File: src/rtl/ft_pkg.sv
// Shared lockstep fault-tolerance types and default parameter values.
package ft_pkg;

    typedef enum logic [1:0] {
        StRun,
        StHalt,
        StRecover,
        StFatal
    } state_e;

    localparam int unsigned DefMaxRetry    = 3;
    localparam int unsigned DefClearWindow = 64;
    localparam int unsigned DefAckTimeout  = 16;
    localparam int unsigned DefCntWidth    = 8;

endpackage

File: src/rtl/lockstep_recovery_ctrl.sv
// Dual-core lockstep supervisor: gates commits, halts on qualified mismatch and drives
// checkpoint recovery with bounded retries and acknowledge timeout.
module lockstep_recovery_ctrl
    import ft_pkg::*;
#(
    parameter int unsigned MAX_RETRY    = DefMaxRetry,
    parameter int unsigned CLEAR_WINDOW = DefClearWindow,
    parameter int unsigned ACK_TIMEOUT  = DefAckTimeout,
    parameter int unsigned CNT_WIDTH    = DefCntWidth
) (
    input  logic                           clk_i,
    input  logic                           rst_ni,
    input  logic                           we_a_i,
    input  logic                           we_b_i,
    input  logic                           mismatch_i,
    input  logic                           recover_done_i,
    output logic                           commit_o,
    output logic                           halt_o,
    output logic                           recover_o,
    output logic                           fatal_o,
    output logic [$clog2(MAX_RETRY+1)-1:0] retry_cnt_o,
    output logic [CNT_WIDTH-1:0]           err_total_o
);

    localparam int unsigned RetryW = $clog2(MAX_RETRY + 1);
    localparam int unsigned QuietW = $clog2(CLEAR_WINDOW + 1);
    localparam int unsigned TmoW   = $clog2(ACK_TIMEOUT + 1);

    state_e               state_q, state_d;
    logic [RetryW-1:0]    retry_q, retry_d;
    logic [QuietW-1:0]    quiet_q, quiet_d;
    logic [TmoW-1:0]      tmo_q, tmo_d;
    logic [CNT_WIDTH-1:0] err_total_q, err_total_d;

    logic any_we, err, retry_max, quiet_full, tmo_hit;

    // A mismatch only matters when a core is actually trying to write.
    assign any_we     = we_a_i | we_b_i;
    assign err        = mismatch_i & any_we;
    assign retry_max  = (retry_q == RetryW'(MAX_RETRY));
    assign quiet_full = (quiet_q == QuietW'(CLEAR_WINDOW - 1));
    assign tmo_hit    = (tmo_q == TmoW'(ACK_TIMEOUT - 1));

    always_ff @(posedge clk_i or negedge rst_ni) begin
        if (!rst_ni) begin
            state_q     <= StRun;
            retry_q     <= '0;
            quiet_q     <= '0;
            tmo_q       <= '0;
            err_total_q <= '0;
        end else begin
            state_q     <= state_d;
            retry_q     <= retry_d;
            quiet_q     <= quiet_d;
            tmo_q       <= tmo_d;
            err_total_q <= err_total_d;
        end
    end

    always_comb begin
        state_d = state_q;
        unique case (state_q)
            StRun:     if (err) state_d = StHalt;
            StHalt:    state_d = retry_max ? StFatal : StRecover;
            // Acknowledge wins over a timeout landing in the same cycle.
            StRecover: begin
                if (recover_done_i) begin
                    state_d = StRun;
                end else if (tmo_hit) begin
                    state_d = StFatal;
                end
            end
            StFatal:   state_d = StFatal;
            default:   state_d = StRun;
        endcase
    end

    always_comb begin
        retry_d     = retry_q;
        quiet_d     = quiet_q;
        tmo_d       = '0;
        err_total_d = err_total_q;
        unique case (state_q)
            StRun: begin
                if (err) begin
                    quiet_d = '0;
                    if (err_total_q != '1) begin
                        err_total_d = err_total_q + 1'b1;
                    end
                end else if (quiet_full) begin
                    quiet_d = '0;
                    retry_d = '0;
                end else begin
                    quiet_d = quiet_q + 1'b1;
                end
            end
            StHalt:    if (!retry_max) retry_d = retry_q + 1'b1;
            StRecover: tmo_d = tmo_q + 1'b1;
            default:   ;
        endcase
    end

    // Commit is gated by reset since the register file must see no write while held.
    always_comb begin
        commit_o  = 1'b0;
        halt_o    = 1'b1;
        recover_o = 1'b0;
        fatal_o   = 1'b0;
        unique case (state_q)
            StRun: begin
                halt_o   = 1'b0;
                commit_o = rst_ni & any_we & ~mismatch_i;
            end
            StRecover: recover_o = 1'b1;
            StFatal:   fatal_o   = 1'b1;
            default:   ;
        endcase
    end

    assign retry_cnt_o = retry_q;
    assign err_total_o = err_total_q;

endmodule

File: config.mk
export PLATFORM = sky130hd
export DESIGN_NAME = lockstep_recovery_ctrl
export DESIGN_NICKNAME = d
export VERILOG_FILES = /design/src/rtl/ft_pkg.sv /design/src/rtl/lockstep_recovery_ctrl.sv
export SDC_FILE = /design/constraint.sdc
export NUM_CORES = 1
export LEC_CHECK = 0
export BUFFER_PORTS_ARGS = -buffer_cell sky130_fd_sc_hd__buf_4
export CAP_MARGIN = 20
export CELL_PAD_IN_SITES_DETAIL_PLACEMENT = 1
export CELL_PAD_IN_SITES_GLOBAL_PLACEMENT = 2
export CORE_MARGIN = 2
export CORE_UTILIZATION = 31
export CTS_CLUSTER_DIAMETER = 80
export DETAILED_ROUTE_END_ITERATION = 6
export PLACE_DENSITY_LB_ADDON = 0.1
export SYNTH_ARGS = -nofsm -noshare
export SYNTH_HDL_FRONTEND = slang
export SYNTH_SLANG_ARGS = --single-unit
File: constraint.sdc
create_clock -name clk_i -period 1.3 [get_ports clk_i]
set_input_delay 0 -clock clk_i [delete_from_list [all_inputs] [get_ports clk_i]]
set_output_delay 0 -clock clk_i [all_outputs]
set_load 0.01 [all_outputs]
Word-level counts from Yosys, hierarchy flattened

Index checks and enable logic that the tools add are counted.

$add $sub $neg: 4
Equal/unequal tests: 12
Multiplexer cells: 16
Bitwise operators: 5
Reductions and logical operators: 5

Operators with widths:

| operator            | count |
|---|---|
| $mux 7              | 2 |
| $mux 2              | 6 |
| $add 8x1->8 const B | 1 |
| $ne 2x2->1 const B  | 4 |
| $ne 8x8->1 const B  | 1 |
| $pmux 2 s4          | 1 |
| $add 7x1->7 const B | 1 |
| $eq 7x6->1 const B  | 1 |
| $eq 2x2->1 const B  | 3 |
| $add 5x1->5 const B | 1 |
| $eq 5x4->1 const B  | 1 |
| $mux 1              | 5 |
| $mux 5              | 1 |
| $pmux 2 s2          | 1 |
| $reduce_and 4->1    | 1 |
| $and 1x1->1         | 3 |
| $ne 3x3->1 const B  | 1 |
| $reduce_and 3->1    | 1 |
| $add 2x1->2 const B | 1 |
| $eq 2x1->1 const B  | 1 |
| $logic_not 2->1     | 1 |
| $reduce_and 2->1    | 1 |
| $reduce_bool 2->1   | 1 |
| $not 1->1           | 1 |
| $or 1x1->1          | 1 |

Flip-flop bits (word level): 24
Bits of input ports: 6
Output and inout port bits: 14
Word-level logic and storage cells: 47

Logic depth before layout (Yosys ltp)

Word-level depth: 4
Gate-level depth with buffers: 6
Depth with buffers taken out: 6

Worst setup path after synthesis

No wires, ideal clock.

Kind: register -> register
Start point: register state_q[1]
End point: register err_total_q[7], in the netlist err_total_o[7]
Arrival: 1.293 ns
Required time: 1.175 ns
Setup slack: -0.118 ns
Cell stages (with the launch flop): 6
Buffers on the path: 1
Path through: dfrtp_1 -> buf_6 -> nor2_8 -> nand4_1 -> nor3_1 -> mux2_2

Longest elaborated chain between the ends: 2

Ends and longest elaborated chain:

| what                              | line                         | RTL |
|---|---|---|
| start: declaration                | lockstep_recovery_ctrl.sv:29 | `state_e state_q, state_d;` |
| start signal: assignment          | lockstep_recovery_ctrl.sv:46 | `state_q <= StRun;` |
| start signal: assignment          | lockstep_recovery_ctrl.sv:52 | `state_q <= state_d;` |
| $logic_not 2->1                   | lockstep_recovery_ctrl.sv:83 | `unique case (state_q)` |
| $reduce_and 3->1 (no source line) | --                           |  |
| end signal: assignment            | lockstep_recovery_ctrl.sv:56 | `err_total_q <= err_total_d;` |
| end: declaration                  | lockstep_recovery_ctrl.sv:33 | `logic [CNT_WIDTH-1:0] err_total_q, err_total_d;` |

Every way passes these cells.
A chain may end at the register's enable or synchronous reset.

Worst setup path after layout

Start point: register state_q[0]
End point: register quiet_q[5]

Longest elaborated chain between the ends: 1

Ends and longest elaborated chain:

| what                   | line                         | RTL |
|---|---|---|
| $logic_not 2->1        | lockstep_recovery_ctrl.sv:83 |  |
| end signal: assignment | lockstep_recovery_ctrl.sv:54 | `quiet_q <= quiet_d;` |
| end: declaration       | lockstep_recovery_ctrl.sv:31 | `logic [QuietW-1:0] quiet_q, quiet_d;` |

Every way passes these cells.

==> flow_summary.yaml <==
run_status:
  status: "complete, but fails checks"
  violations: "setup timing"
setup_path:
  start_kind: "flip-flop"
  max_stage_delay_ns: 0.51
  worstPathMaxFanout: 10
  worstPathCellList: "nor2_8 > buf_6 > inv_6 > or4_4 > o21ai_2"
  critical_path_class: "reg -> reg"
  reg2reg_slack_ns: -0.12
  end_kind: "flip-flop"
  crit_arrival_ns: 1.63
  reg2reg_from: "state_q[0]$_DFFE_PN0P_"
  r2r_cells: 5
  required_ns: 1.50
  regToRegEndpoint: "quiet_q[5]$_DFFE_PN0P_"
  slowest_stage: "or4_4"
power:
  cellLeakagePower_nw: 0.8675
  finalPower_mw: 3.478
  peakVddDrop_mv: 0.7196
  power_density_nw_per_um2: 1831
synthesis:
  synthTopCellsByArea: "dfrtp_1 48%, ha_1 5.0%, nand2_1 4.8%, o21ai_0 4.4%, a21oi_1 2.8%"
  synth_largest_area_cell: "dfrtp_1"
  ys.flop_type: "dfrtp_1"
  synthTopCellsByCount: "24 x dfrtp_1, 16 x nand2_1, 11 x o21ai_0"
  synthArstFlopShare: 1.000
  netlist.area_leader.share: 0.4839
  synth_most_common_cell: "dfrtp_1"
  seq_area_frac_synth: 0.4839
  syn_area_per_cell_um2: 9.773
  synth_edf_count: 0
  synth_area_um2: 1241
  synth_cells: 127
  ys_ff_latch: 24
  yosysWarnings: 0
  syn-num-nets: 138
  synth_cell_types: 37
floorplan:
  die_w_um: 67.28
  placementRows: 22
  coreArea_um2: 3744
  io-pin-count: 20
  start_util: 0.3316
  die_h_um: 67.28
  die_area_um2: 4526
clock_tree:
  clk_pin_slew_ns: 0.09
  cts_buffers: 3
  cts_root_buf: "clkbuf_8"
  h-tree-depth: 1
  cts_tree: "done"
  cts.sink_count: 24
  clkLatencyLatePin_ns: 0.27
  clockBufferDepth: 2
finish:
  multi_input_area_um2: 730.7
  fin_area_um2: 1899
  area_growth_pct: 53.02
  regArea_um2: 604.3
  antenna_cells: 0
  drive_gt1_frac: 0.4863
  final_nets: 195
  fillers: 444
global_routing:
  grt_pass1_vias: 1210
  grt_pass1_wl_um: 5568
  track_usage: 0.1650
  grt_max_degree: 25
  antenna_found_initial: 0
  overflow: 0
drt:
  routed_wl_um: 3400
  drt-met1-wl_um: 1516
  wl_met3_um: 99
  first_pass_iters: 4
  drc: 0
  dr_total_vias: 1128
  antenna_left: 0
  wl_met2_um: 1746
  vias_per_cell: 4.883
  wire_per_inst_um: 14.72
  drtIter0Drc: 30
  top_layer: "met4"
timing:
  maxSlewHeadroom: 0.6187
  setup_viol: 7
  tightest_slew_ns: 0.5659
  setup_ws_ns: -0.1247
  fin_crit_sh: 1.096
  hold_viol_final: 0
  fin_crit_ns: 1.425
  maxSlewViolCount: 0
  max_freq_mhz: 701.9
  clock_skew_ns: 0.004552
  rsz0062_at_grt: "true"
place:
  dp_hpwl_um: 2361
  gp_congestion: 0.7492
  place.port_buffers: 19
  placed_cell_area_um2: 1630
min_path:
  whs_path_depth: 4
  whs_endpoint: "err_total_o[4]$_DFFE_PN0P_"
  hold_class: "in -> reg"
  worstHoldStart: "mismatch_i"
flow_run:
  maxCapViolCount: 0
-- worst max-delay path by stage --
stage	from	end	slack [ns]	cells after the start
floorplan	state_q[1]$_DFFE_PN0P_	err_total_o[7]$_DFFE_PN0P_	-0.11	5
global placement	state_q[1]$_DFFE_PN0P_	err_total_o[7]$_DFFE_PN0P_	-0.07	4
detailed placement	state_q[1]$_DFFE_PN0P_	err_total_o[5]$_DFFE_PN0P_	-0.14	5
CTS	quiet_q[1]$_DFFE_PN0P_	quiet_q[5]$_DFFE_PN0P_	-0.09	4
global route	state_q[0]$_DFFE_PN0P_	quiet_q[5]$_DFFE_PN0P_	-0.16	5
finish	state_q[0]$_DFFE_PN0P_	quiet_q[5]$_DFFE_PN0P_	-0.12	5
-- cells by family (layout without fill, tap and decap cells) --
logic type,after synthesis,count (layout),synth area share
buf+inv,8,64,0.03226
xor+xnor,5,5,0.03528
fa+ha+maj,5,5,0.05040
flops,24,24,0.4839
mux,4,4,0.03729
compound gates,28,28,0.1280
simple gates,53,53,0.2329
-- layer usage --
| metal | up-vias | GRT usage |
|---|---|---|
| li1 | 562 | - |
| met2 | 14 | 0.2921 |
| met1 | 548 | 0.2027 |
| met3 | 4 | 0.02833 |
| met4 | 0 | 0.05357 |
| met5 | - | 0 |
-- critical path, delay by kind of cell (launching register included) --
family / cells / cell delay, ns
buffers and inverters: 2 / 0.16
DFF: 1 / 0.46
AOI/OAI and AO/OA: 1 / 0.07
and+or+nand+nor: 2 / 0.67
-- repair_timing --
action,CTS,global route
pin swaps,6,17
gates resized for setup,18,25
endpoints found under the hold margin,25,0
buffers inserted,7,2
hold buffers,2,0
setup endpoints to repair,13,17
-- metrics by stage --
step	hold slack (ns)	setup WS, ns	TNS (ns)	instances	utilization
after global placement	0.02482	-0.07373	-0.3123	217	0.4355
after detailed placement	0.03032	-0.1371	-0.7764	217	0.4355
after CTS	0.1948	-0.09129	-0.3194	230	0.4823
after floorplan	-0.2956	-0.1076	-0.1985	127	-
final	0.2079	-0.1247	-0.3013	231	0.5074
after global routing	0.2345	-0.1630	-1.171	231	0.5074
-- power breakdown --
group	leakage [nW]	total (mW)	switching (mW)	internal [mW]
clock	0.0228	0.479	0.259	0.220
combinational	0.542	1.82	0.896	0.925
sequential	0.302	1.18	0.203	0.974
-- registers in the layout (all words and copies together), names as in the netlist --
register	count
err_total_o	8
quiet_q	7
retry_cnt_o	2
state_q	2
tmo_q	5
-- area by class of cell --
cell class	instances	share of cell area
inverter	7	0.01779
clock buffer	4	0.02372
multi-input combinational	95	0.3847
tap	48	0.03162
timing repair buffer	53	0.2240
sequential	24	0.3182
-- layout by cell type, fill, tap and decap left out, drive strengths merged --
cell          n
buf          51
dfrtp        24
nand2        16
o21ai        12
nor2         11
inv           7
a21oi         7
nand3         5
ha            5
xor2          4
nor3          4
clkbuf        4
and4          3
nand4         3
a31oi         3
and3          3
mux2          2
o21a          2
mux2i         2
dlygate4sd3   2
or2           2
nor2b         2
xnor2         1
and4b         1
or4           1
nor4          1
nor3b         1
o211ai        1
o21bai        1
a21boi        1
a211oi        1
No activity file was read; power rests on OpenSTA's default activity.
